File: config.mk
export PLATFORM = sky130hd
export DESIGN_NAME = bus_arbiter_rr
export DESIGN_NICKNAME = d
export VERILOG_FILES = /design/src/rtl/bus_arbiter_rr.sv
export SDC_FILE = /design/constraint.sdc
export NUM_CORES = 1
export LEC_CHECK = 0
export CAP_MARGIN = 20
export CORE_ASPECT_RATIO = 1.4
export CORE_MARGIN = 1
export CORE_UTILIZATION = 37
export CTS_CLUSTER_DIAMETER = 100
export CTS_CLUSTER_SIZE = 8
export DETAILED_ROUTE_END_ITERATION = 16
export GPL_TIMING_DRIVEN = 0
export PLACE_DENSITY = 0.84
export SKIP_LAST_GASP = 1
export SYNTH_ARGS = -nofsm -noshare
export SYNTH_HDL_FRONTEND = slang
export SYNTH_SLANG_ARGS = --single-unit
export TNS_END_PERCENT = 5
File: constraint.sdc
create_clock -name clk -period 3.4 [get_ports clk]
set_input_delay 0.85 -clock clk [delete_from_list [all_inputs] [get_ports clk]]
set_output_delay 0.85 -clock clk [all_outputs]
set_load 0.02 [all_outputs]
File: src/rtl/bus_arbiter_rr.sv
// bus_arbiter_rr: N-master round-robin shared-bus arbiter with hold-timeout preemption and turnaround gap
module bus_arbiter_rr #(
  parameter int N_MASTERS = 2,
  parameter int ADDR_W    = 9,
  parameter int DATA_W    = 8,
  parameter int MAX_HOLD  = 16,
  localparam int IDX_W    = $clog2(N_MASTERS)
) (
  input  logic                        clk,
  input  logic                        reset,
  input  logic [N_MASTERS-1:0]        core_request,
  output logic [N_MASTERS-1:0]        core_grant,
  input  logic [N_MASTERS-1:0]        core_rw,
  input  logic [N_MASTERS*ADDR_W-1:0] core_address,
  input  logic [N_MASTERS*DATA_W-1:0] core_data_in,
  output logic [N_MASTERS*DATA_W-1:0] core_data_out,
  output logic [ADDR_W-1:0]           RAM_address,
  output logic [DATA_W-1:0]           RAM_data_in,
  input  logic [DATA_W-1:0]           RAM_data_out,
  output logic                        rw,
  output logic                        bus_busy,
  output logic [IDX_W-1:0]            owner,
  output logic                        preempt
);
  localparam int HW = $clog2(MAX_HOLD + 2);
  typedef enum logic [1:0] {IDLE, OWNED, TURNAROUND} state_t;
  state_t state, state_nxt;
  logic [IDX_W-1:0] ptr, win;
  logic [HW-1:0] hold_cnt;
  logic owned, release_own, timeout;
  // lowest offset from the pointer wins, so scan from the far end and let nearer requesters overwrite
  always_comb begin
    win = ptr;
    for (int k = N_MASTERS; k >= 1; k--) begin
      if (core_request[(int'(ptr) + k) % N_MASTERS]) win = IDX_W'((int'(ptr) + k) % N_MASTERS);
    end
  end
  assign owned       = state == OWNED;
  assign release_own = !core_request[owner];
  assign timeout     = MAX_HOLD != 0 && hold_cnt == HW'(MAX_HOLD - 1) && |(core_request & ~core_grant);
  always_ff @(posedge clk) begin
    if (reset) begin
      state         <= IDLE;
      ptr           <= IDX_W'(N_MASTERS - 1);
      owner         <= '0;
      hold_cnt      <= '0;
      core_grant    <= '0;
      core_data_out <= '0;
    end else begin
      state <= state_nxt;
      if (state == IDLE && |core_request) begin
        owner    <= win;
        ptr      <= win;
        hold_cnt <= '0;
      end else if (owned && hold_cnt != HW'(MAX_HOLD)) begin
        hold_cnt <= hold_cnt + 1'b1;
      end
      core_grant    <= state_nxt == OWNED ? (state == IDLE ? N_MASTERS'(1) << win : core_grant) : '0;
      core_data_out <= owned && state_nxt == OWNED ? (N_MASTERS*DATA_W)'(RAM_data_out) << (owner * DATA_W) : '0;
    end
  end
  always_comb begin
    state_nxt = state == IDLE  ? (|core_request ? OWNED : IDLE) :
                state == OWNED ? (release_own || timeout ? TURNAROUND : OWNED) : IDLE;
  end
  always_comb begin
    RAM_address = owned ? core_address[owner*ADDR_W +: ADDR_W] : '0;
    RAM_data_in = owned ? core_data_in[owner*DATA_W +: DATA_W] : '0;
    rw          = owned && core_rw[owner];
    bus_busy    = owned;
    preempt     = owned && !release_own && timeout;
  end
endmodule

==> results of run 1 <==
-- sequential cells by signal, summed over array words and instances, names as in the netlist --
signal,count
owner,1
state,2
hold_cnt,5
core_grant,2
ptr,1
core_data_out,16
-- cell families after synthesis --
kind of cell	count (synthesis)
simple gates	60
flops	27
mux	19
compound gates	14
buf+inv	9
xor+xnor	3
fa+ha+maj	3
-- final timing paths --
check / startpoint / end / cells after the start
worst min-delay path: core_grant[1] / core_grant[1] / 2
worst min register to register: core_grant[1] / core_grant[1] / 2
worst max-delay path: core_request[0] / preempt / 5
worst max register to register: hold_cnt[0] / core_data_out[0] / 6
-- cells in the final DEF, fill, tap and decap left out, types with 2 or more instances in the layout --
cell type and instances:
sky130_fd_sc_hd__o21ai_0 5, sky130_fd_sc_hd__buf_4 2, sky130_fd_sc_hd__xor2_1 2, sky130_fd_sc_hd__nor2_1 28
sky130_fd_sc_hd__inv_1 4, sky130_fd_sc_hd__clkdlybuf4s50_1 85, sky130_fd_sc_hd__and2_1 17, sky130_fd_sc_hd__clkbuf_1 3
sky130_fd_sc_hd__nor2b_1 2, sky130_fd_sc_hd__nand2_1 2, sky130_fd_sc_hd__mux2i_1 18, sky130_fd_sc_hd__clkbuf_8 3
sky130_fd_sc_hd__dfxtp_1 27, sky130_fd_sc_hd__a21oi_1 3, sky130_fd_sc_hd__nand2b_1 3, sky130_fd_sc_hd__ha_1 3
-- routing by layer --
metal	up-vias	share of wire (%)	routed length [µm]	track usage [%]
li1	638	-	-	-
met1	544	38	1070	17.5
met2	78	48	1380	30.8
met3	4	12	350	5.16
met4	0	1.7	48	9.26
met5	-	0	0	0
-- layout make-up --
| type | count | area, µm² | share of cell area, % |
|---|---|---|---|
| Clock buffer | 4 | 45.0 | 2.04 |
| Tap cell | 39 | 48.8 | 2.21 |
| Inverter | 5 | 18.8 | 0.851 |
| Sequential cell | 27 | 541 | 24.5 |
| Timing Repair Buffer | 86 | 860 | 39.0 |
| Buffer | 4 | 22.5 | 1.02 |
| Multi-Input combinational cell | 99 | 669 | 30.4 |
-- metrics by stage --
| stage | setup TNS (ns) | total power, mW | utilization [%] | area (µm²) |
|---|---|---|---|---|
| finish | 0 | 0.782 | 69.3 | 2200 |
| global route | 0 | 0.825 | 69.3 | 2200 |
| CTS | 0 | 0.792 | 69.3 | 2200 |
| detailed placement | -0.0486 | 0.616 | 67.9 | 2160 |
| global placement | -0.0545 | 0.614 | 67.9 | 2160 |
| floorplan | 0 | 0.479 | - | 1250 |
-- report_power, final --
group	switching (mW)	leakage (nW)	internal (mW)	total [mW]
sequential	0.0116	0.219	0.330	0.342
clock	0.0922	0.0228	0.0839	0.176
combinational	0.121	0.594	0.142	0.264
-- worst register-to-register path, stage by stage, from the launching register on --
cell	delay, ns
sky130_fd_sc_hd__dfxtp_1	0.36
sky130_fd_sc_hd__ha_1	0.22
sky130_fd_sc_hd__and3_1	0.19
sky130_fd_sc_hd__ha_1	0.19
sky130_fd_sc_hd__o21a_1	0.14
sky130_fd_sc_hd__nor4_4	0.41
sky130_fd_sc_hd__and2_1	0.19
-- timing repair --
item | CTS | global route
gates resized for setup | 1 | 0
endpoints found under the setup margin | 1 | 0
setup buffers | 0 | 0
==> metrics.md, run 1 <==
| Metric | Value |
|---|---|
| Aggregate global routing overflow | `0` |
| Hold_buf cts | `0` |
| Slowest stage cell on the critical path | `sky130_fd_sc_hd__clkdlybuf4s50_1` |
| Post-DR wirelength/cell | `~11 µm` |
| Post-route fraction of the period consumed by the critical path | `between 90% and 100%` |
| Tightest Pin Transition | `0.437 ns` |
| Worst Path Max Fanout | `5` |
| Unrepaired setup endpoints after global routing | `false` |
| Async SR Flop Fraction | `0%` |
| Cell accounting for the most synthesized area | `sky130_fd_sc_hd__dfxtp_1` |
| Last weighted congestion value of the routability-driven placer | `between 0.7 and 0.8` |
| Final Critical Period | `3.16 ns` |
| Power per cell area | `~350 mW/mm²` |
| Maximum clock frequency | `about 320 MHz` |
| Standby leakage power | `0.836 nW` |
| Placed Instances | `260` |
| Compound-Gate Fraction of Synth Area | `between 7 and 8%` |
| Number of synthesized register bits | `27` |
| Die outline width | `51.1 µm` |
| Total detailed-routing wirelength | `roughly 2900 µm` |
| DRC viols | `0` |
| First-pass GRT wire length | `4830 µm` |
| Number of buffers inserted by port buffering | `86` |
| Number of flops mapped to enable cells by yosys | `0` |
| CTS HTree Levels | `1` |
| Worst-case vdd ir drop | `0.276 mV` |
| Worst slew margin relative to its limit | `between 70 and 80%` |
| Kind of critical path | `in -> out` |
| Antenna violations before repair | `0` |
| Largest buffer count on any clock path | `2` |
| Reg-to-reg setup timing slack | `~1.7 ns` |
| Setup crit start kind | `input port` |
| Area fraction of the dominant cell type after synthesis | `a little over two fifths` |
| Detailed router's first-iteration violation count | `5` |
| Mean cell area of the mapped netlist | `9.27 µm²` |
| Routed vias | `about 1,300` |
| Sequential cell area fraction in the yosys report | `roughly 43%` |
| Largest cells by area after synthesis | `sky130_fd_sc_hd__dfxtp_1 (43%), sky130_fd_sc_hd__mux2i_1 (14%), sky130_fd_sc_hd__and2_1 (8.5%)` |
| Critical path required time | `between 2 and 3 ns` |
| Post-synthesis net count | `between 150 and 200` |
| Proportion of synthesized area in mux cells | `15.5%` |
| Count of different cell masters after synthesis | `31` |
| Final setup margin | `about 0.24 ns` |
| First-pass iteration count of the detailed router | `2` |
| Count of inserted antenna diode cells | `0` |
| Most frequent cell after synthesis | `sky130_fd_sc_hd__nor2_1` |
| Clock sinks | `27` |
| Largest stage delay on the critical path | `roughly 0.55 ns` |
| Crit. End Element | `primary output` |
| Min-delay worst type | `reg -> reg` |
| Worst clock skew | `roughly 0.0028 ns` |
| Sum of net half-perimeters after detailed placement | `around 2400 µm` |
| Fin cells | `between 200 and 300` |
| Area grow syn2layout | `76.2%` |
| Netlist area before placement | `0.00125 mm²` |
| Clock tree from TritonCTS | `done` |
| Post-synth top cells | `sky130_fd_sc_hd__nor2_1 (28), sky130_fd_sc_hd__dfxtp_1 (27), sky130_fd_sc_hd__mux2i_1 (18), sky130_fd_sc_hd__and2_1 (17), sky130_fd_sc_hd__o21ai_0 (5)` |
| Effective utilization at floorplan | `about two fifths` |
| Number of hold violations in the final report | `0` |
| Most used DFF post-synth | `sky130_fd_sc_hd__dfxtp_1` |
| Final setup violation count | `0` |
| Count of nets after finishing | `277` |
| Outcome | `finished clean` |
| Post-placement setup slack | `-0.0486 ns` |
| Top Ports | `slightly below 90` |
| Post-Synthesis Cells | `135` |
| Die height | `70.8 µm` |
| Die outline area | `0.00362 mm²` |
| Number of max-capacitance violations reported | `0` |
| Clock-pin transition on the worst setup and hold timing paths | `around 0.080 ns` |
| Fraction of layout instances using a drive strength above 1 | `under 10%` |
| Adder-cell share of the synthesized area | `approximately 3%` |
| Xor/xnor share of the synthesized area | `between 2 and 2.5%` |
| Arr. time, crit path | `~2.3 ns` |
| Family with the most delay on the worst path | `buffers and inverters` |
| Clock network latency to the later pin of the worst-skew pair | `roughly 0.27 ns` |
| Overall fraction of global-route tracks in use | `between 10% and 20%` |
| Std cell rows | `24` |
| Core Footprint | `between 0.003 and 0.004 mm²` |
| Synthesis warning total | `0` |
| Final Max Tran Viols | `0` |
| Via-to-Cell Ratio | `4.79` |
| Via count of the first global-routing pass | `1,217` |
| CP cell instances | `clkdlybuf4s50_1 > nor2b_1 > o21ai_0 > nor3_1 > dlygate4sd2_1` |
| Final antenna-violating net count | `0` |
| CP Buf/Inv Count | `2` |
| Clock Root Buffer | `sky130_fd_sc_hd__clkbuf_8` |
| Share of synthesized cell area in and, or, nand and nor gates | `between 20% and 30%` |
| Dominant combinational cell family by area after synthesis | `simple AND/OR/NAND/NOR gates` |
| Number of buffers inserted during clock tree synthesis | `3` |
| FILL cells | `between 200 and 300` |
| Hold slack final | `roughly 0.50 ns` |
| Pin count of the biggest net entering global routing | `15` |
No activity file was read; power rests on OpenSTA's default activity.
==> run 2, diff against run 1 <==
- SLEW_MARGIN: not set -> 20
==> results of run 2 <==
Same layout as run 1: the final DEF is identical, and so are final timing and power.
==> run 3, diff against run 2 <==
- GPL_TIMING_DRIVEN: 0 -> not set
- MAX_ROUTING_LAYER: not set -> met4
==> metrics.md, run 3 (same netlist as run 1, synthesis figures left out) <==
| Metric | Value |
|---|---|
| Arr. time, crit path | `2.13 ns (-0.18 ns)` |
| Standby leakage power | `0.865 nW (+3.4%)` |
| CTS HTree Levels | `1 (unchanged)` |
| Maximum clock frequency | `336 MHz (+6.3%)` |
| Final Critical Period | `2.98 ns (-0.187 ns)` |
| Tightest Pin Transition | `0.388 ns (-0.0496 ns)` |
| Setup crit start kind | `input port` |
| Clock-pin transition on the worst setup and hold timing paths | `0.09 ns (about the same)` |
| CP Buf/Inv Count | `2 (unchanged)` |
| Area grow syn2layout | `78.6%` |
| Post-DR wirelength/cell | `12.2 µm (+13%)` |
| Number of flip-flops in the largest register | `16 (unchanged)` |
| Pin count of the biggest net entering global routing | `24 (+9)` |
| Via count of the first global-routing pass | `1,303 (+7.1%)` |
| Final setup margin | `0.424 ns (+0.187 ns)` |
| Min-delay worst type | `reg -> reg` |
| Clock network latency to the later pin of the worst-skew pair | `0.27 ns (about the same)` |
| Post-route cell area | `0.00223 mm² (+1.4%)` |
| Hold_buf cts | `0 (unchanged)` |
| First-pass iteration count of the detailed router | `4 (+2)` |
| CP cell instances | `clkdlybuf4s50_1 > mux2i_1 > nor2_1 > clkdlybuf4s50_1` |
| Routed vias | `1,294 (+2.4%)` |
| Critical path's most frequent cell | `sky130_fd_sc_hd__clkdlybuf4s50_1` |
| Largest register by flop count | `core_data_out` |
| Overall power of the completed layout | `0.793 mW (+1.4%)` |
| Worst clock skew | `0.00495 ns (+0.00213 ns)` |
| DRC viols | `0 (unchanged)` |
| Largest stage delay on the critical path | `0.63 ns (+0.08 ns)` |
| Std cell rows | `24 (unchanged)` |
| Final setup violation count | `0 (unchanged)` |
| Top Ports | `87 (unchanged)` |
| Aggregate global routing overflow | `0 (unchanged)` |
| Die height | `70.8 µm (unchanged)` |
| Antenna violations before repair | `0 (unchanged)` |
| Final antenna-violating net count | `0 (unchanged)` |
| Kind of critical path | `in -> out` |
| Core Footprint | `0.00318 mm² (unchanged)` |
| Clock sinks | `27 (unchanged)` |
| Total detailed-routing wirelength | `3250 µm (+14%)` |
| Worst-case vdd ir drop | `0.337 mV (+22%)` |
| Outcome | `finished clean` |
| Hold slack final | `0.508 ns (+0.00649 ns)` |
| Number of max-capacitance violations reported | `0 (unchanged)` |
| Via-to-Cell Ratio | `4.86 (+1.6%)` |
| Number of buffers inserted during clock tree synthesis | `3 (unchanged)` |
| Count of inserted antenna diode cells | `0 (unchanged)` |
| Worst Path Max Fanout | `1 (-4)` |
| Worst slew margin relative to its limit | `74.0% (+3.1 points)` |
| Largest registers ranked by flip-flop count | `core_data_out (16), hold_cnt (5)` |
| Number of hold violations in the final report | `0 (unchanged)` |
| Number of buffers inserted by port buffering | `86 (unchanged)` |
| Crit. End Element | `primary output` |
| Sum of net half-perimeters after detailed placement | `2680 µm (+13%)` |
| Reg-to-reg setup timing slack | `1.65 ns (about the same)` |
| Family with the most delay on the worst path | `buffers and inverters` |
| Unrepaired setup endpoints after global routing | `false` |
| Post-placement setup slack | `0.0627 ns (+0.111 ns)` |
| Total negative slack | `0 ns (unchanged)` |
| Post-detailed-placement cell area | `0.00218 mm² (+1.0%)` |
| Last weighted congestion value of the routability-driven placer | `0.903 (+24%)` |
| First-pass GRT wire length | `5380 µm (+11%)` |
| Effective utilization at floorplan | `39.3% (unchanged)` |
| Clock tree from TritonCTS | `done` |
| Post-CTS repair timing setup buffer count | `0 (unchanged)` |
| Largest buffer count on any clock path | `2 (unchanged)` |
| Count of nets after finishing | `279 (+0.72%)` |
| Fraction of layout instances using a drive strength above 1 | `6.61% (+2.2 points)` |
| Die outline area | `0.00362 mm² (unchanged)` |
| Most frequent cells in the layout | `sky130_fd_sc_hd__clkdlybuf4s50_1 (85), sky130_fd_sc_hd__nor2_1 (28), sky130_fd_sc_hd__dfxtp_1 (27)` |
| Die outline width | `51.1 µm (unchanged)` |
| Most common library cell in the layout ignoring fill and taps | `sky130_fd_sc_hd__clkdlybuf4s50_1` |
| Detailed router's first-iteration violation count | `16 (+11)` |
| Critical path required time | `2.55 ns (about the same)` |
| Power per cell area | `355 mW/mm² (about the same)` |
| Post-route fraction of the period consumed by the critical path | `87.5% (-5.5 points)` |
| Final Max Tran Viols | `0 (unchanged)` |
| Overall fraction of global-route tracks in use | `19.9% (+2.6 points)` |
| Clock Root Buffer | `sky130_fd_sc_hd__clkbuf_8` |
| Slowest stage cell on the critical path | `sky130_fd_sc_hd__clkdlybuf4s50_1` |
-- run 3: changes by cell type in the layout (fill, tap and decap cells not counted) --
| cell | change |
|---|---|
| sky130_fd_sc_hd__buf_4 | +4 |
| sky130_fd_sc_hd__clkbuf_1 | -3 |
| sky130_fd_sc_hd__clkinvlp_4 | +1 |
| sky130_fd_sc_hd__dlygate4sd2_1 | -1 |
| sky130_fd_sc_hd__dlymetal6s2s_1 | +1 |
-- run 3: metal layers --
| metal | GRT usage (%) | up-vias | part of all wire (%) |
|---|---|---|---|
| met5 | - | - | 0 |
| met4 | 9.26 | 0 | 2.2 |
| met3 | 3.01 | 6 | 8.8 |
| met2 | 37.6 | 80 | 52 |
| met1 | 18.8 | 567 | 37 |
| li1 | - | 641 | - |
-- run 3: metrics by stage --
| step | util [%] | instances |
|---|---|---|
| 6_report | 70.2 | 266 |
| 5_1_grt | 70.2 | 266 |
| 4_1_cts | 70.1 | 266 |
| 3_5_place_dp | 68.6 | 262 |
| 3_3_place_gp | 68.6 | 262 |
| 2_1_floorplan | - | 135 |
-- run 3: worst min-delay path, stage by stage (launching register included) --
cell	delay [ns]
sky130_fd_sc_hd__dfxtp_1	0.33
sky130_fd_sc_hd__o21ai_0	0.08
sky130_fd_sc_hd__a21oi_1	0.06
-- run 3: path summary, 6_finish.rpt --
check / from / to / depth (start not counted)
max reg2reg: hold_cnt[0] / core_data_out[6] / 6
min: core_grant[1] / core_grant[1] / 2
max: core_address[12] / RAM_address[3] / 4
min reg2reg: core_grant[1] / core_grant[1] / 2
-- run 3: area by class of cell --
cell class              instances  area (µm²)
inverters                       5        18.8
clock buffers                   3        41.3
clock inverters                 1        7.51
fillers                       247         948
repair buffers                 92         908
flip-flops and latches         27         541
multi-input cells              99         669
well taps                      39        48.8
-- run 3: where the power goes --
part | internal [mW] | total, mW | switching [mW]
sequential | 0.330 | 0.340 | 0.00932
clock | 0.0831 | 0.181 | 0.0979
combinational | 0.145 | 0.272 | 0.127
-- run 3: timing repair --
item,in CTS,in global routing
setup endpoints to repair,0,1
endpoints found under the hold margin,0,0
gates resized for setup,0,1
==> RTL edit 1, RTL diff (flow settings as in run 2) <==
Set the parameter `MAX_HOLD` to 8 (it was 16).
--- a/src/rtl/bus_arbiter_rr.sv
+++ b/src/rtl/bus_arbiter_rr.sv
@@ -4,5 +4,5 @@
   parameter int ADDR_W    = 9,
   parameter int DATA_W    = 8,
-  parameter int MAX_HOLD  = 16,
+  parameter int MAX_HOLD  = 8,
   localparam int IDX_W    = $clog2(N_MASTERS)
 ) (
Function: changed (a bounded check fails within 10 cycles, from zero or initial values and one cycle with reset high).
==> RTL edit 1 against run 2 <==
- routed wire length increased by 14%
- clock skew rose by 0.0020 ns
- sequential cell count down 1
- worst setup slack got worse by 0.040 ns
- power down 0.41%
- area after synthesis down 3.2%
- final cell count shrank 1.1%
- synthesized cell count down 3.7%
- clock power grew 8%
- final area decreased by 0.85%
==> RTL edit 1: results (changes against run 2) <==
outcome:
  run_status: "finished, final reports clean"  # unchanged
yosys:
  commonest_cells_post_synth: "sky130_fd_sc_hd__nor2_1, sky130_fd_sc_hd__dfxtp_1, sky130_fd_sc_hd__mux2i_1"  # unchanged
  ys.flop_type: "sky130_fd_sc_hd__dfxtp_1"  # unchanged
  synthDistinctLibCells: 28  # was 31
  postSynthRegisterBits: 26  # was 27
  syn_nets: 180  # was 186
  synthesis.yosys.warnings: 0  # unchanged
  async_reset_ff_share_pct: 0  # unchanged
  syn-instance-count: 130  # was 135
  main_area_contributors_after_synthesis: "sky130_fd_sc_hd__dfxtp_1, sky130_fd_sc_hd__mux2i_1, sky130_fd_sc_hd__nor2_1"  # was sky130_fd_sc_hd__dfxtp_1, sky130_fd_sc_hd__mux2i_1, sky130_fd_sc_hd__and2_1
  synth-seq-area-share_pct: 43.0  # was 43.2%
clock_tree:
  clk_root_buffer_cell: "sky130_fd_sc_hd__clkbuf_8"  # unchanged
  cts_max_level: 1  # unchanged
  clkLatencyLatePin_ns: 0.26
  cts_made_buffers: 3  # unchanged
  number_of_buffers_on_the_longest_clock_path: 2  # unchanged
  post_cts_hold_buffer_count: 0  # unchanged
  clkSlewWorstSetupHoldPaths_ns: 0.08  # about the same
detailed_routing:
  detail_route.wl_per_cell_um: 12.5  # was 10.8 µm
  route.detailed.vias_per_inst: 4.67  # was 4.79
  initialDrtViolationCount: 14  # was 5
  drt_pre_antenna_iters: 3  # was 2
power_and_ir_drop:
  peakVddDrop_v: 0.000203  # was 0.000276 V
  switching_share_pct: 27.8  # was 28.8%
  p_leak_uw: 0.000824  # was 0.000836 µW
setup_path:
  worst-path-max-fanout: 6  # was 5
  critical_path.slowest_cell: "sky130_fd_sc_hd__clkdlybuf4s50_1"  # unchanged
  crit_arrival_ns: 2.35  # was 2.31 ns
  worst_r2r_path_depth: 6  # unchanged
  critical-path-top-delay-family: "buffers and inverters"  # unchanged
  max_stage_delay_ns: 0.59  # was 0.55 ns
hold_path:
  min_path_cells: 2  # unchanged
  holdCritPathClass: "flop to flop"  # unchanged
layout:
  fill_cells: 264  # was 260
  top_regs: "core_data_out x16, hold_cnt x4"  # was core_data_out x16, hold_cnt x5
  area_growth_syn_to_layout_pct: 80.5  # was 76.2%
  layout.nets: 273  # was 277
  antenna-diode-count: 0  # unchanged
  layout-drive-gt1-share_pct: 7.66  # was 4.44%
timing:
  max_slew_margin_pct: 72.7  # was 70.9%
  final.setup_skew_ns: 0.00480  # was 0.00282 ns
placed_design:
  dp_worst_setup_slack_ns: -0.257  # was -0.0486 ns
  io_buffers: 86  # unchanged
  globalplace.congestion: 0.792  # was 0.728
  placedInstanceArea_um2: 2120  # was 2160 µm²
  dpl.hpwl_um: 2680  # was 2380 µm
global_routing:
  first_pass_grt_wire_length_um: 5110  # was 4830 µm
  pin_count_of_the_biggest_net_entering_global_routing: 15  # unchanged
  first_global_vias: 1258  # was 1217
  number_of_antenna_violations_at_the_first_check_in_global_routing: 0  # unchanged
  groute.usage.overall_pct: 18.7  # was 17.3%
## RTL edit 1: cell types whose count changed in the layout (fill, tap and decap cells not counted), sizes merged, moves of 2 or more
cell / change
nand2b: +2
nand2: +4
nor2b: -2
buf: +4
and3: -2
## RTL edit 1: power groups by stage
| stage | Sequential (µW) | Combinational (µW) | Clock, µW |
|---|---|---|---|
| global route | 329 | 281 | 204 |
| detailed placement | 334 | 262 | 0 |
| floorplan | 342 | 120 | 0 |
| CTS | 327 | 264 | 192 |
| global placement | 334 | 257 | 0 |
| finish | 327 | 262 | 190 |
## RTL edit 1: layer usage
metal	part of all wire, %	vias up	track usage [%]
li1	-	616	-
met1	35	535	17.0
met2	57	61	38.7
met3	6.0	6	1.97
met4	2.3	0	7.72
met5	0	-	0
## RTL edit 1: timing repair
item	in CTS	in global routing
resized for setup	1	3
hold endpoints to repair	0	0
endpoints found under the setup margin	1	1
setup buffers	0	2
pin swaps	0	1
## RTL edit 1: cells by family after synthesis
logic type | share of synthesized area (%)
adder cells (fa/ha/maj) | 2.07
flip-flops | 43.0
AO/OA/AOI/OAI | 7.03
multiplexers | 15.7
XOR/XNOR | 2.17
buffers and inverters | 3.20
AND/OR/NAND/NOR | 26.9
## RTL edit 1: worst paths after layout
path | start | end | slack (ns)
max | core_request[0] | preempt | 0.20
min | core_grant[1] | core_grant[1] | 0.49
max reg2reg | hold_cnt[1] | core_data_out[6] | 1.87
min reg2reg | core_grant[1] | core_grant[1] | 0.49
## RTL edit 1: final cells by class
class | instances | area share [%]
Clock buffer | 4 | 2.52
Buffer | 4 | 1.09
Timing Repair Buffer | 88 | 39.8
Inverter | 4 | 0.687
Multi-Input combinational cell | 96 | 29.8
Sequential cell | 26 | 23.8
Tap cell | 39 | 2.23
## RTL edit 1: metrics by stage
stage               setup TNS, ns  instances
floorplan                       0        130
finish                          0        261
global placement           -0.265        255
CTS                             0        259
global route                    0        261
detailed placement         -0.257        255
## RTL edit 1: worst register-to-register path: stages, from the launching register on
cell and delay [ns]:
sky130_fd_sc_hd__dfxtp_1 0.35, sky130_fd_sc_hd__ha_1 0.20, sky130_fd_sc_hd__nand2_1 0.11, sky130_fd_sc_hd__a211oi_4 0.07, sky130_fd_sc_hd__buf_4 0.15, sky130_fd_sc_hd__nor4b_4 0.41, sky130_fd_sc_hd__and2_1 0.19
==> RTL edit 2, RTL diff (flow settings as in run 2) <==
Made on the original files. Compare `hold_cnt` against `HW'(MAX_HOLD - 1)` with >= in place of ==.
--- a/src/rtl/bus_arbiter_rr.sv
+++ b/src/rtl/bus_arbiter_rr.sv
@@ -38,5 +38,5 @@
   assign owned       = state == OWNED;
   assign release_own = !core_request[owner];
-  assign timeout     = MAX_HOLD != 0 && hold_cnt == HW'(MAX_HOLD - 1) && |(core_request & ~core_grant);
+  assign timeout     = MAX_HOLD != 0 && hold_cnt >= HW'(MAX_HOLD - 1) && |(core_request & ~core_grant);
   always_ff @(posedge clk) begin
     if (reset) begin
Formal check against the unedited RTL: no difference found for any inputs over 10 cycles, from zero or initial values and one cycle with reset high; that may be too few to reach the edited logic, so the function may still have changed.
==> RTL edit 2 against run 2 <==
- final area rose by 2.7%
- global-route usage rose by 2.1 points
- routed wire length rose by 23%
- worst setup slack got worse by 0.050 ns
- clock power rose by 3%
- sequential cell count did not move
- power rose by 7.9%
- area after synthesis rose by 4.7%
- hold slack improved by 0.0044 ns
- critical path type unchanged
- largest cell class unchanged
- largest power group unchanged
==> RTL edit 2: results (changes against run 2) <==
layout:
  layout-drive-gt1-share_pct: 8.00  # was 4.44%
  instances_no_fill: 265  # was 264
yosys:
  synthDistinctLibCells: 36  # was 31
  commonest_cells_post_synth: "sky130_fd_sc_hd__dfxtp_1, sky130_fd_sc_hd__nor2_1, sky130_fd_sc_hd__mux2i_1"  # was sky130_fd_sc_hd__nor2_1, sky130_fd_sc_hd__dfxtp_1, sky130_fd_sc_hd__mux2i_1
  main_area_contributors_after_synthesis: "sky130_fd_sc_hd__dfxtp_1, sky130_fd_sc_hd__mux2i_1, sky130_fd_sc_hd__and2_1"  # unchanged
  synth-seq-area-share_pct: 41.3  # was 43.2%
detailed_routing:
  route.layer.met1.wl_um: 1270  # was 1070 µm
  met2WireLength_um: 2020  # was 1380 µm
  initialDrtViolationCount: 16  # was 5
  route.detailed.vias_per_inst: 4.64  # was 4.79
  detail_route.wl_per_cell_um: 13.2  # was 10.8 µm
  detailed_routed_wire_length_on_met3_um: 137  # was 350 µm
placed_design:
  dpl.hpwl_um: 2910  # was 2380 µm
  placedInstanceArea_um2: 2220  # was 2160 µm²
  globalplace.congestion: 0.851  # was 0.728
power_and_ir_drop:
  internal_power_uw: 581  # was 557 µW
  p_leak_uw: 0.000846  # was 0.000836 µW
global_routing:
  first_pass_grt_wire_length_um: 5530  # was 4830 µm
  met3_usage_pct: 2.52  # was 5.16%
  first_global_vias: 1236  # was 1217
  pin_count_of_the_biggest_net_entering_global_routing: 17  # was 15
  grt_use_met1_pct: 18.9  # was 17.5%
  groute.usage.overall_pct: 19.4  # was 17.3%
setup_path:
  crit_arrival_ns: 2.36  # was 2.31 ns
  critical_path.reg2reg.endpoint: "core_data_out[1]"  # was core_data_out[0]
  worst_r2r_path_depth: 7  # was 6
  reg2reg_slack_ns: 1.54  # was 1.65 ns
timing:
  post-route-min-period_ns: 3.21  # was 3.16 ns
  max_slew_margin_pct: 71.1  # was 70.9%
  final.setup_skew_ns: 0.00175  # was 0.00282 ns
outcome:
  run_status: "finished, final reports clean"  # unchanged
## RTL edit 2: critical path, cell delays in order
cell                              delay, ns
sky130_fd_sc_hd__clkdlybuf4s50_1       0.59
sky130_fd_sc_hd__nand2b_1              0.12
sky130_fd_sc_hd__a22oi_4               0.28
sky130_fd_sc_hd__nor3b_1               0.29
sky130_fd_sc_hd__clkbuf_2              0.22
## RTL edit 2: area by class of cell
cell class | instances | area (µm²)
sequential | 27 | 541
fill | 272 | 1110
timing repair buffer | 86 | 856
buffer | 4 | 22.5
inverter | 7 | 26.3
tap | 40 | 50.0
multi-input combinational | 97 | 721
clock inverter | 1 | 7.51
clock buffer | 3 | 41.3
## RTL edit 2: cell families after synthesis
logic type	after synthesis	synth area share, %
buffers and inverters	11	3.72
XOR/XNOR	3	2.01
AND/OR/NAND/NOR	59	25.1
AO/OA/AOI/OAI	13	10.5
flip-flops	27	41.3
multiplexers	19	14.5
adder cells (fa/ha/maj)	3	2.87
